[src/rtl/regfile_ctrl.sv]
// regfile_ctrl: Moore instruction sequencer driving the 8x16 register file
// and datapath load/select strobes for MOV/MVN/ADD/CMP/AND.
//
// Ports:
//   clk, reset_n     : rising-edge clock, async active-low reset
//   s, instr         : start handshake and instruction (captured in WAIT)
//   w, err           : ready (WAIT only), illegal-instruction pulse
//   readnum/writenum : regfile read/write selects, write: write strobe
//   loada/b/c/s      : datapath register and status load strobes
//   asel, vsel       : ALU A zero-select, write-back source select
//   aluop, shift     : ALU controls from ir, sximm8: sign-extended ir[7:0]
module regfile_ctrl #(
    parameter int W = 16
) (
    input  logic         clk,
    input  logic         reset_n,
    input  logic         s,
    input  logic [15:0]  instr,
    output logic         w,
    output logic         err,
    output logic [2:0]   readnum,
    output logic [2:0]   writenum,
    output logic         write,
    output logic         loada,
    output logic         loadb,
    output logic         loadc,
    output logic         loads,
    output logic         asel,
    output logic         vsel,
    output logic [1:0]   aluop,
    output logic [1:0]   shift,
    output logic [W-1:0] sximm8
);

    typedef enum logic [2:0] {
        S_WAIT,
        S_DECODE,
        S_GET_A,
        S_GET_B,
        S_ALU,
        S_CMP_S,
        S_WR_REG,
        S_WR_IMM
    } state_t;

    typedef struct packed {
        logic         w;
        logic         err;
        logic [2:0]   readnum;
        logic [2:0]   writenum;
        logic         write;
        logic         loada;
        logic         loadb;
        logic         loadc;
        logic         loads;
        logic         asel;
        logic         vsel;
        logic [1:0]   aluop;
        logic [1:0]   shift;
        logic [W-1:0] sximm8;
    } out_t;

    state_t      r_state;
    logic [15:0] r_ir;
    out_t        r_out;

    state_t      w_nstate;
    logic [15:0] w_nir;

    function automatic logic is_movi(input logic [15:0] ir);
        return ir[15:11] == 5'b110_10;
    endfunction

    function automatic logic is_movr(input logic [15:0] ir);
        return ir[15:11] == 5'b110_00;
    endfunction

    function automatic logic is_mvn(input logic [15:0] ir);
        return ir[15:11] == 5'b101_11;
    endfunction

    function automatic logic is_cmp(input logic [15:0] ir);
        return ir[15:11] == 5'b101_01;
    endfunction

    function automatic logic is_alu2(input logic [15:0] ir);
        return (ir[15:11] == 5'b101_00) || (ir[15:11] == 5'b101_01) ||
               (ir[15:11] == 5'b101_10);
    endfunction

    // Outputs are a pure function of (state, ir); registering the value
    // for the next state keeps them glitch-free and still Moore.
    function automatic out_t f_out(input state_t st, input logic [15:0] ir);
        out_t o;
        o        = '0;
        o.aluop  = ir[12:11];
        o.shift  = is_movi(ir) ? 2'b00 : ir[4:3];
        o.sximm8 = {{(W-8){ir[7]}}, ir[7:0]};
        unique case (st)
            S_WAIT:   o.w = 1'b1;
            S_DECODE: o.err = ~(is_movi(ir) | is_movr(ir) | is_mvn(ir) |
                                is_alu2(ir));
            S_GET_A: begin
                o.readnum = ir[10:8];
                o.loada   = 1'b1;
            end
            S_GET_B: begin
                o.readnum = ir[2:0];
                o.loadb   = 1'b1;
            end
            S_ALU: begin
                o.loadc = 1'b1;
                o.asel  = is_movr(ir) | is_mvn(ir);
            end
            S_CMP_S:  o.loads = 1'b1;
            S_WR_REG: begin
                o.writenum = ir[7:5];
                o.write    = 1'b1;
            end
            S_WR_IMM: begin
                o.writenum = ir[10:8];
                o.vsel     = 1'b1;
                o.write    = 1'b1;
            end
        endcase
        return o;
    endfunction

    always_comb begin
        w_nstate = r_state;
        w_nir    = r_ir;
        unique case (r_state)
            S_WAIT: begin
                if (s) begin
                    w_nstate = S_DECODE;
                    w_nir    = instr;
                end
            end
            S_DECODE: begin
                unique case (1'b1)
                    is_movi(r_ir):                 w_nstate = S_WR_IMM;
                    is_movr(r_ir) | is_mvn(r_ir):  w_nstate = S_GET_B;
                    is_alu2(r_ir):                 w_nstate = S_GET_A;
                    default:                       w_nstate = S_WAIT;
                endcase
            end
            S_GET_A: w_nstate = S_GET_B;
            S_GET_B: w_nstate = S_ALU;
            // CMP also passes through ALU so flags are loaded from a
            // settled ALU result one cycle later; C is never written back.
            S_ALU:    w_nstate = is_cmp(r_ir) ? S_CMP_S : S_WR_REG;
            S_CMP_S:  w_nstate = S_WAIT;
            S_WR_REG: w_nstate = S_WAIT;
            S_WR_IMM: w_nstate = S_WAIT;
        endcase
    end

    always_ff @(posedge clk or negedge reset_n) begin
        if (!reset_n) begin
            r_state <= S_WAIT;
            r_ir    <= '0;
            r_out   <= f_out(S_WAIT, 16'h0000);
        end else begin
            r_state <= w_nstate;
            r_ir    <= w_nir;
            r_out   <= f_out(w_nstate, w_nir);
        end
    end

    assign w        = r_out.w;
    assign err      = r_out.err;
    assign readnum  = r_out.readnum;
    assign writenum = r_out.writenum;
    assign write    = r_out.write;
    assign loada    = r_out.loada;
    assign loadb    = r_out.loadb;
    assign loadc    = r_out.loadc;
    assign loads    = r_out.loads;
    assign asel     = r_out.asel;
    assign vsel     = r_out.vsel;
    assign aluop    = r_out.aluop;
    assign shift    = r_out.shift;
    assign sximm8   = r_out.sximm8;

endmodule

[config.mk]
export PLATFORM = sky130hd
export DESIGN_NAME = regfile_ctrl
export DESIGN_NICKNAME = d
export VERILOG_FILES = /design/src/rtl/regfile_ctrl.sv
export SDC_FILE = /design/constraint.sdc
export NUM_CORES = 1
export LEC_CHECK = 0
export CORE_MARGIN = 4
export CORE_UTILIZATION = 45
export DETAILED_ROUTE_END_ITERATION = 6
export GPL_ROUTABILITY_DRIVEN = 0
export PLACE_DENSITY = 0.85
export SETUP_SLACK_MARGIN = 0.1
export SYNTH_ARGS = -nofsm -noshare
export SYNTH_HDL_FRONTEND = slang
export SYNTH_SLANG_ARGS = --single-unit
[constraint.sdc]
create_clock -name clk -period 4.2 [get_ports clk]
set_clock_uncertainty 0.05 [all_clocks]
set_input_delay 0.84 -clock clk [delete_from_list [all_inputs] [get_ports clk]]
set_output_delay 0.84 -clock clk [all_outputs]
set_load 0.03 [all_outputs]
; ---- Word-level counts from Yosys, hierarchy flattened
; Cells that the tools add are included.
[op_classes]
eq_ne = 26
mux = 17
bitwise_logic = 6
reduce_logical = 7
[ops]
columns = cell, count
row1 = equality test 5 bit (second input constant), 12
row2 = 2-to-1 mux 16 bit, 2
row3 = equality test 3 bit (second input constant), 8
row4 = case mux 3 bit (6 select lines), 1
row5 = equality test 3 x 2 -> 1 bit (second input constant), 4
row6 = case mux 3 bit (3 select lines), 1
row7 = 2-to-1 mux 1 bit, 8
row8 = case mux 4 bit (2 select lines), 1
row9 = equality test 3 x 1 -> 1 bit (second input constant), 2
row10 = zero test 3 bit, 2
row11 = case mux 3 bit (2 select lines), 1
row12 = bitwise OR 1 bit, 5
row13 = logical OR 1 bit, 4
row14 = 2-to-1 mux 2 bit, 2
row15 = 2-to-1 mux 3 bit, 1
row16 = OR reduction 3 bit, 1
row17 = NOT 1 bit, 1
[word_totals]
reg_bits = 46
input_bits = 19
output_inout_bits = 35
wordCells = 72

; ---- Longest topological paths before layout
; Gate-level depths: netlist of the first run.
[logic_depth]
ltp_word = 8
depth_mapped = 7
mapped_depth_nobuf = 4

; ---- Worst setup path after synthesis of the first run
; No wires, ideal clock.
[synth_path]
path_type = input to register
startpoint = input port s
endpoint = register r_out (netlist bit err)
setup_ns = 0.095
t_arrival_ns = 1.861
required_time_ns = 4.055
setup_slack_ns = 2.194
cell_stages = 6
path_buffers = 2
path_cell_list = nor4b_2 > buf_6 > buf_12 > mux2i_1 > nand2_1 > nor4b_2
[synth_via]
elab_chain_cells = 8
elab_cells_between_ends = 18
classes_between = eq/ne (7) / mux (5) / bitwise (4) / reduce/logical (2)
[synth_lines]
columns = item, line_no
row1 = start: declaration, 17  ; input logic s,
row2 = 2-to-1 mux 16 bit, 134  ; if (s) begin
row3 = 2-to-1 mux 16 bit, 132  ; unique case (r_state)
row4 = equality test 5 bit (on tied branches), "71, 75, 87"
row5 = bitwise OR 1 bit or logical OR 1 bit (tied branches) (2 in a row), "101, 87"
row6 = bitwise OR 1 bit, 101  ; S_DECODE: o.err = ~(is_movi(ir) | is_movr(ir) | is_mvn(ir) |
row7 = NOT 1 bit, 101
row8 = 2-to-1 mux 1 bit (*), 99  ; unique case (st)
row9 = end signal: assignment, 162  ; r_out <= f_out(S_WAIT, 16'h0000);
row10 = end signal: assignment, 166  ; r_out <= f_out(w_nstate, w_nir);
row11 = end: declaration, 65  ; out_t r_out;
; Every way passes the cells marked *; elsewhere a longest branch is shown, timed or not.

; ---- Final worst setup path of the first run
; Same ends and word-level chain as after synthesis.

==> impl_metrics.env, run 1 <==
export IMPL_fillerInstances=288
export IMPL_drc_errors=0
export IMPL_avgRoutedWirePerCell_um=14.86
export IMPL_numCtsBuffers=5
export IMPL_status="finished clean"
export IMPL_p_switching_uw=740.5
export IMPL_cts_root_buf="clkbuf_8"
export IMPL_cts_tree="yes"
export IMPL_grt_pass1_vias=1207
export IMPL_clock_sinks=36
export IMPL_layout_setup_ws_ns=1.364
export IMPL_post_cts_setup_buffer_count=0
export IMPL_ant_nets=0
export IMPL_netlist_cell_type_count=34
export IMPL_ys_ff_latch=36
export IMPL_ys_async_sr_fraction=1.000
export IMPL_pre_cts_slack_ns=1.051
export IMPL_firstDrtPassIters=4
export IMPL_syn_area_per_cell_sq_um=12.58
export IMPL_via_per_inst=5.140
export IMPL_place_area_sq_um=2115
export IMPL_synth_area_leaders="dfrtp_1 (52%), buf_4 (8.0%), mux2_2 (7.3%), mux2i_1 (4.2%), a32o_1 (1.8%)"
export IMPL_yosysTopAreaCell="dfrtp_1"
export IMPL_path_class="primary input to register"
export IMPL_leakagePower_uw=0.0009669
export IMPL_hold_buffers=0
export IMPL_syn_num_nets=153
export IMPL_syn_area_sq_um=1685
export IMPL_r2r_cells=5
export IMPL_clock_path_buffers=2
export IMPL_initial_utilization=0.4859
export IMPL_clk_latency_ns=0.28
export IMPL_initialDrtViolationCount=19
export IMPL_cp_max_fo=10
export IMPL_die_w_um=69.20
export IMPL_dp_cells=213
export IMPL_worstHoldStart="r_ir[9]"
export IMPL_area_growth_pct=30.81
export IMPL_max_freq_mhz=352.6
export IMPL_dieHeight_um=69.20
export IMPL_power_frac_seq=0.332
export IMPL_io_buffer_count=53
export IMPL_timing_critical_path_from="s"
export IMPL_fin_setup_tns_ns=0
export IMPL_fin_nets=193
export IMPL_synth_top_area_frac=0.5197
export IMPL_grt_pass1_wl_um=5754
export IMPL_antenna_found_initial=0
export IMPL_grt_max_degree=37
export IMPL_crit_required_ns=4.33
export IMPL_cts_resized=0
export IMPL_max_cap_violations=0
export IMPL_fin_crit_sh=0.6754
export IMPL_rows=21
export IMPL_clkTransAtPathRegs_ns=0.07
export IMPL_setup_viol=0
export IMPL_antenna_cells=0
export IMPL_postSynthCellCount=134
export IMPL_final_hold_violation_count=0
export IMPL_crit_arrival_ns=2.97
export IMPL_ys_warn_count=0
export IMPL_startpoint_type="primary input"
export IMPL_routed_wl_um=3283
export IMPL_period_minus_slack_ns=2.836
export IMPL_final_layout_size_suffix_gt1_frac=0.1771
export IMPL_p_comb_frac=0.531
export IMPL_pin_count=54
export IMPL_synth_edf_count=0
export IMPL_grt_use_total=0.1507
export IMPL_rr_startpoint="r_state[2]"
export IMPL_dpl_hpwl_um=2571
export IMPL_ys_seq_area_frac=0.5353
export IMPL_maxSlewViolCount=0
export IMPL_rsz0062_at_grt="no"
export IMPL_synth_most_common_cell="dfrtp_1"
export IMPL_die_area_sq_um=4789
export IMPL_cts_max_level=2
export IMPL_switching_share=0.4148
export IMPL_design_area_sq_um=2205
export IMPL_slew_headroom=0.5039
export IMPL_intPower_uw=1045
export IMPL_num_vias=1136
export IMPL_crit_path_end_kind="register"
export IMPL_powerDensity_nw_per_um2=809.7
export IMPL_netlist_top_cells_count="dfrtp_1 (35), buf_4 (18), mux2_2 (11)"
export IMPL_holdPathStages=2
export IMPL_synth_ff_type="dfrtp_1"
export IMPL_grt_ovfl_total=0
export IMPL_clock_power_share=0.136
export IMPL_coreArea_sq_um=3468
export IMPL_fin_cells=221
export IMPL_irDropWorstVdd_mv=0.3830
export IMPL_tightest_slew_ns=0.7410
export IMPL_hold_class="register to register"
==> worst paths after layout <==
kind                           end  slack (ns)
min in group asynchronous    loada        0.93
setup reg to reg               err        1.80
hold / removal             r_ir[9]        0.48
setup / recovery               err        1.36
hold reg to reg            r_ir[9]        0.48
max in group asynchronous        w        2.83
==> power by group through the flow <==
stage | registers [uW] | clock network (uW) | logic, uW
6_report | 593 | 243 | 948
5_1_grt | 617 | 264 | 1010
4_1_cts | 596 | 247 | 958
3_5_place_dp | 603 | 0 | 955
3_3_place_gp | 594 | 0 | 939
2_1_floorplan | 662 | 0 | 657
==> final cells by class <==
type	instances	area [sq um]	share of cell area
Sequential cell	36	902.1	0.4092
Multi-Input combinational cell	69	583.1	0.2645
Inverter	7	26.28	0.01192
Clock buffer	8	90.09	0.04086
Tap cell	46	57.56	0.02611
Timing Repair Buffer	55	545.5	0.2474
==> flip-flops by register name, summed over array words and instances (netlist names) <==
name and cells:
loada 1, err 1, sximm8 7, readnum 3, r_state 3, loadc 1
aluop 1, vsel 1, loads 1, w 1, shift 2, asel 1
r_ir 8, loadb 1, writenum 3, write 1
==> logic make-up after synthesis <==
group	synth area share
compound gates	0.06533
xor+xnor	0.005198
buf+inv	0.1240
flops	0.5353
mux	0.1151
simple gates	0.1552
==> routing by layer <==
metal  routed length (um)  track usage  share of wire
met1                 1333       0.1695           0.41
met3                  283      0.06522          0.086
met4                   57      0.06508          0.017
met2                 1608       0.2479           0.49
met5                    0            0              0
==> worst max-delay path: stages <==
cell and delay (ns):
clkdlybuf4s50_1 0.48, nor4b_4 0.62, buf_4 0.31, mux2i_1 0.36
nand2_1 0.12, nor4b_2 0.23
==> stage by stage <==
stage	utilization	hold WS, ns	total power [uW]
2_1_floorplan	-	0.4144	1319
3_3_place_gp	0.6097	0.4455	1533
3_5_place_dp	0.6097	0.4573	1557
4_1_cts	0.6356	0.4737	1801
5_1_grt	0.6356	0.4932	1887
6_report	0.6356	0.4766	1785
==> layout by cell type (no fill, tap or decap), drive strengths merged, types with 4 or more instances in the layout <==
cell type,count
mux2i,7
mux2,11
o21a,4
clkdlybuf4s50,53
inv,7
nand3,5
nand2,5
clkbuf,8
dfrtp,35
(Power assumes the default switching activity.)
==> inputs of run 2 (changes only) <==
==> constraint.sdc (replaced) <==
create_clock -name clk -period 2.94 [get_ports clk]
set_clock_uncertainty 0.05 [all_clocks]
set_input_delay 0.588 -clock clk [delete_from_list [all_inputs] [get_ports clk]]
set_output_delay 0.588 -clock clk [all_outputs]
set_load 0.03 [all_outputs]
==> impl_metrics.env, run 2 (synthesized netlist as in run 1, its figures left out) <==
export IMPL_status="finished clean"
export IMPL_design_area_sq_um=2205
export IMPL_routed_wl_um=3249
export IMPL_drc_errors=0
export IMPL_clock_path_buffers=2
export IMPL_dpl_hpwl_um=2469
export IMPL_cp_max_fo=18
export IMPL_cts_max_level=2
export IMPL_dieHeight_um=69.20
export IMPL_place_area_sq_um=2115
export IMPL_max_cap_violations=0
export IMPL_via_per_inst=5.018
export IMPL_max_freq_mhz=469.1
export IMPL_coreArea_sq_um=3468
export IMPL_crit_chain="clkdlybuf4s50_1 -> nor4b_4 -> buf_4 -> mux2i_1 -> nor3_2 -> o21a_1"
export IMPL_antenna_cells=0
export IMPL_maxSlewViolCount=0
export IMPL_initial_utilization=0.4859
export IMPL_fin_crit_sh=0.7251
export IMPL_critPathSlowestCell="clkdlybuf4s50_1"
export IMPL_cts_resized=0
export IMPL_grt_use_total=0.1539
export IMPL_pin_count=54
export IMPL_clk_latency_ns=0.28
export IMPL_layout_common_cells="clkdlybuf4s50_1 (53), dfrtp_1 (35), mux2_2 (11)"
export IMPL_die_w_um=69.20
export IMPL_slowest_delay_ns=0.48
export IMPL_initialDrtViolationCount=25
export IMPL_die_area_sq_um=4789
export IMPL_antenna_found_initial=0
export IMPL_setup_viol=0
export IMPL_grt_pass1_wl_um=5789
export IMPL_crit_required_ns=3.06
export IMPL_hold_class="register to register"
export IMPL_clock_sinks=36
export IMPL_area_growth_pct=30.81
export IMPL_worstHoldStart="r_ir[9]"
export IMPL_grt_max_degree=37
export IMPL_grt_ovfl_total=0
export IMPL_regMostFlops="r_ir"
export IMPL_fin_nets=193
export IMPL_io_buffer_count=53
export IMPL_post_cts_setup_buffer_count=0
export IMPL_rows=21
export IMPL_irDropWorstVdd_mv=0.5454
export IMPL_startpoint_type="primary input"
export IMPL_numCtsBuffers=5
export IMPL_fin_setup_tns_ns=0
export IMPL_num_vias=1109
export IMPL_crit_path_end_kind="register"
export IMPL_final_hold_violation_count=0
export IMPL_rr_startpoint="r_state[2]"
export IMPL_crit_arrival_ns=2.26
export IMPL_slew_headroom=0.6016
export IMPL_avgRoutedWirePerCell_um=14.70
export IMPL_utilization=0.6356
export IMPL_rsz0062_at_grt="no"
export IMPL_clkTransAtPathRegs_ns=0.06
export IMPL_cts_tree="yes"
export IMPL_period_minus_slack_ns=2.132
export IMPL_regToRegSetupSlack_ns=0.99
export IMPL_layout_setup_ws_ns=0.8081
export IMPL_tightest_slew_ns=0.5963
export IMPL_leakagePower_uw=0.0009669
export IMPL_hold_buffers=0
export IMPL_holdPathStages=2
export IMPL_ant_nets=0
export IMPL_final_layout_size_suffix_gt1_frac=0.1771
export IMPL_grt_pass1_vias=1185
export IMPL_path_class="primary input to register"
export IMPL_hold_path_end="r_ir[9]"
export IMPL_r2r_end="asel"
export IMPL_largest_register_ffs=8
export IMPL_firstDrtPassIters=4
export IMPL_cts_root_buf="clkbuf_8"
export IMPL_powerDensity_nw_per_um2=1154
export IMPL_mostFrequentLayoutCell="clkdlybuf4s50_1"
export IMPL_pre_cts_slack_ns=0.4776
export IMPL_r2r_cells=5
run 2: layout make-up:
| class | instances | area [sq um] |
|---|---|---|
| Fill cell | 309 | 1264 |
| Sequential cell | 36 | 902.1 |
| Multi-Input combinational cell | 69 | 583.1 |
| Timing Repair Buffer | 55 | 545.5 |
| Clock buffer | 8 | 90.09 |
| Tap cell | 46 | 57.56 |
| Inverter | 7 | 26.28 |
run 2: where the power goes:
group | internal [uW] | total [uW] | switching [uW]
Sequential | 697 | 848 | 152
Combinational | 604 | 1350 | 745
Clock | 191 | 347 | 156
Total | 1490 | 2550 | 1050
run 2: routing by layer:
layer  vias up  GRT usage  wire length, um
met4         0    0.07158               74
met2        48     0.2394             1548
met5         -          0                0
met3         6    0.07246              253
met1       527     0.1792             1372
li1        528          -                -
run 2: worst max-delay path: cells and delay by family:
| family | cells | cell delay, ns |
|---|---|---|
| buffers and inverters | 2 | 0.79 |
| muxes | 1 | 0.42 |
| and+or+nand+nor | 2 | 0.28 |
| AOI/OAI and AO/OA | 1 | 0.17 |
run 2: stage by stage:
| step | total power (uW) | instances | hold WS (ns) |
|---|---|---|---|
| final | 2545 | 221 | 0.4607 |
| after CTS | 2577 | 221 | 0.4745 |
| after floorplan | 1884 | 134 | 0.2424 |
| after global routing | 2706 | 221 | 0.4881 |
| after global placement | 2192 | 213 | 0.4478 |
| after detailed placement | 2217 | 213 | 0.4590 |
run 2: worst max-delay path by stage:
stage	from	to	cells past startpoint
2_1_floorplan	s	err	6
5_1_grt	s	err	6
3_3_place_gp	s	asel	6
3_5_place_dp	s	asel	6
6_report	s	asel	6
4_1_cts	r_ir[7]	sximm8[7]	1
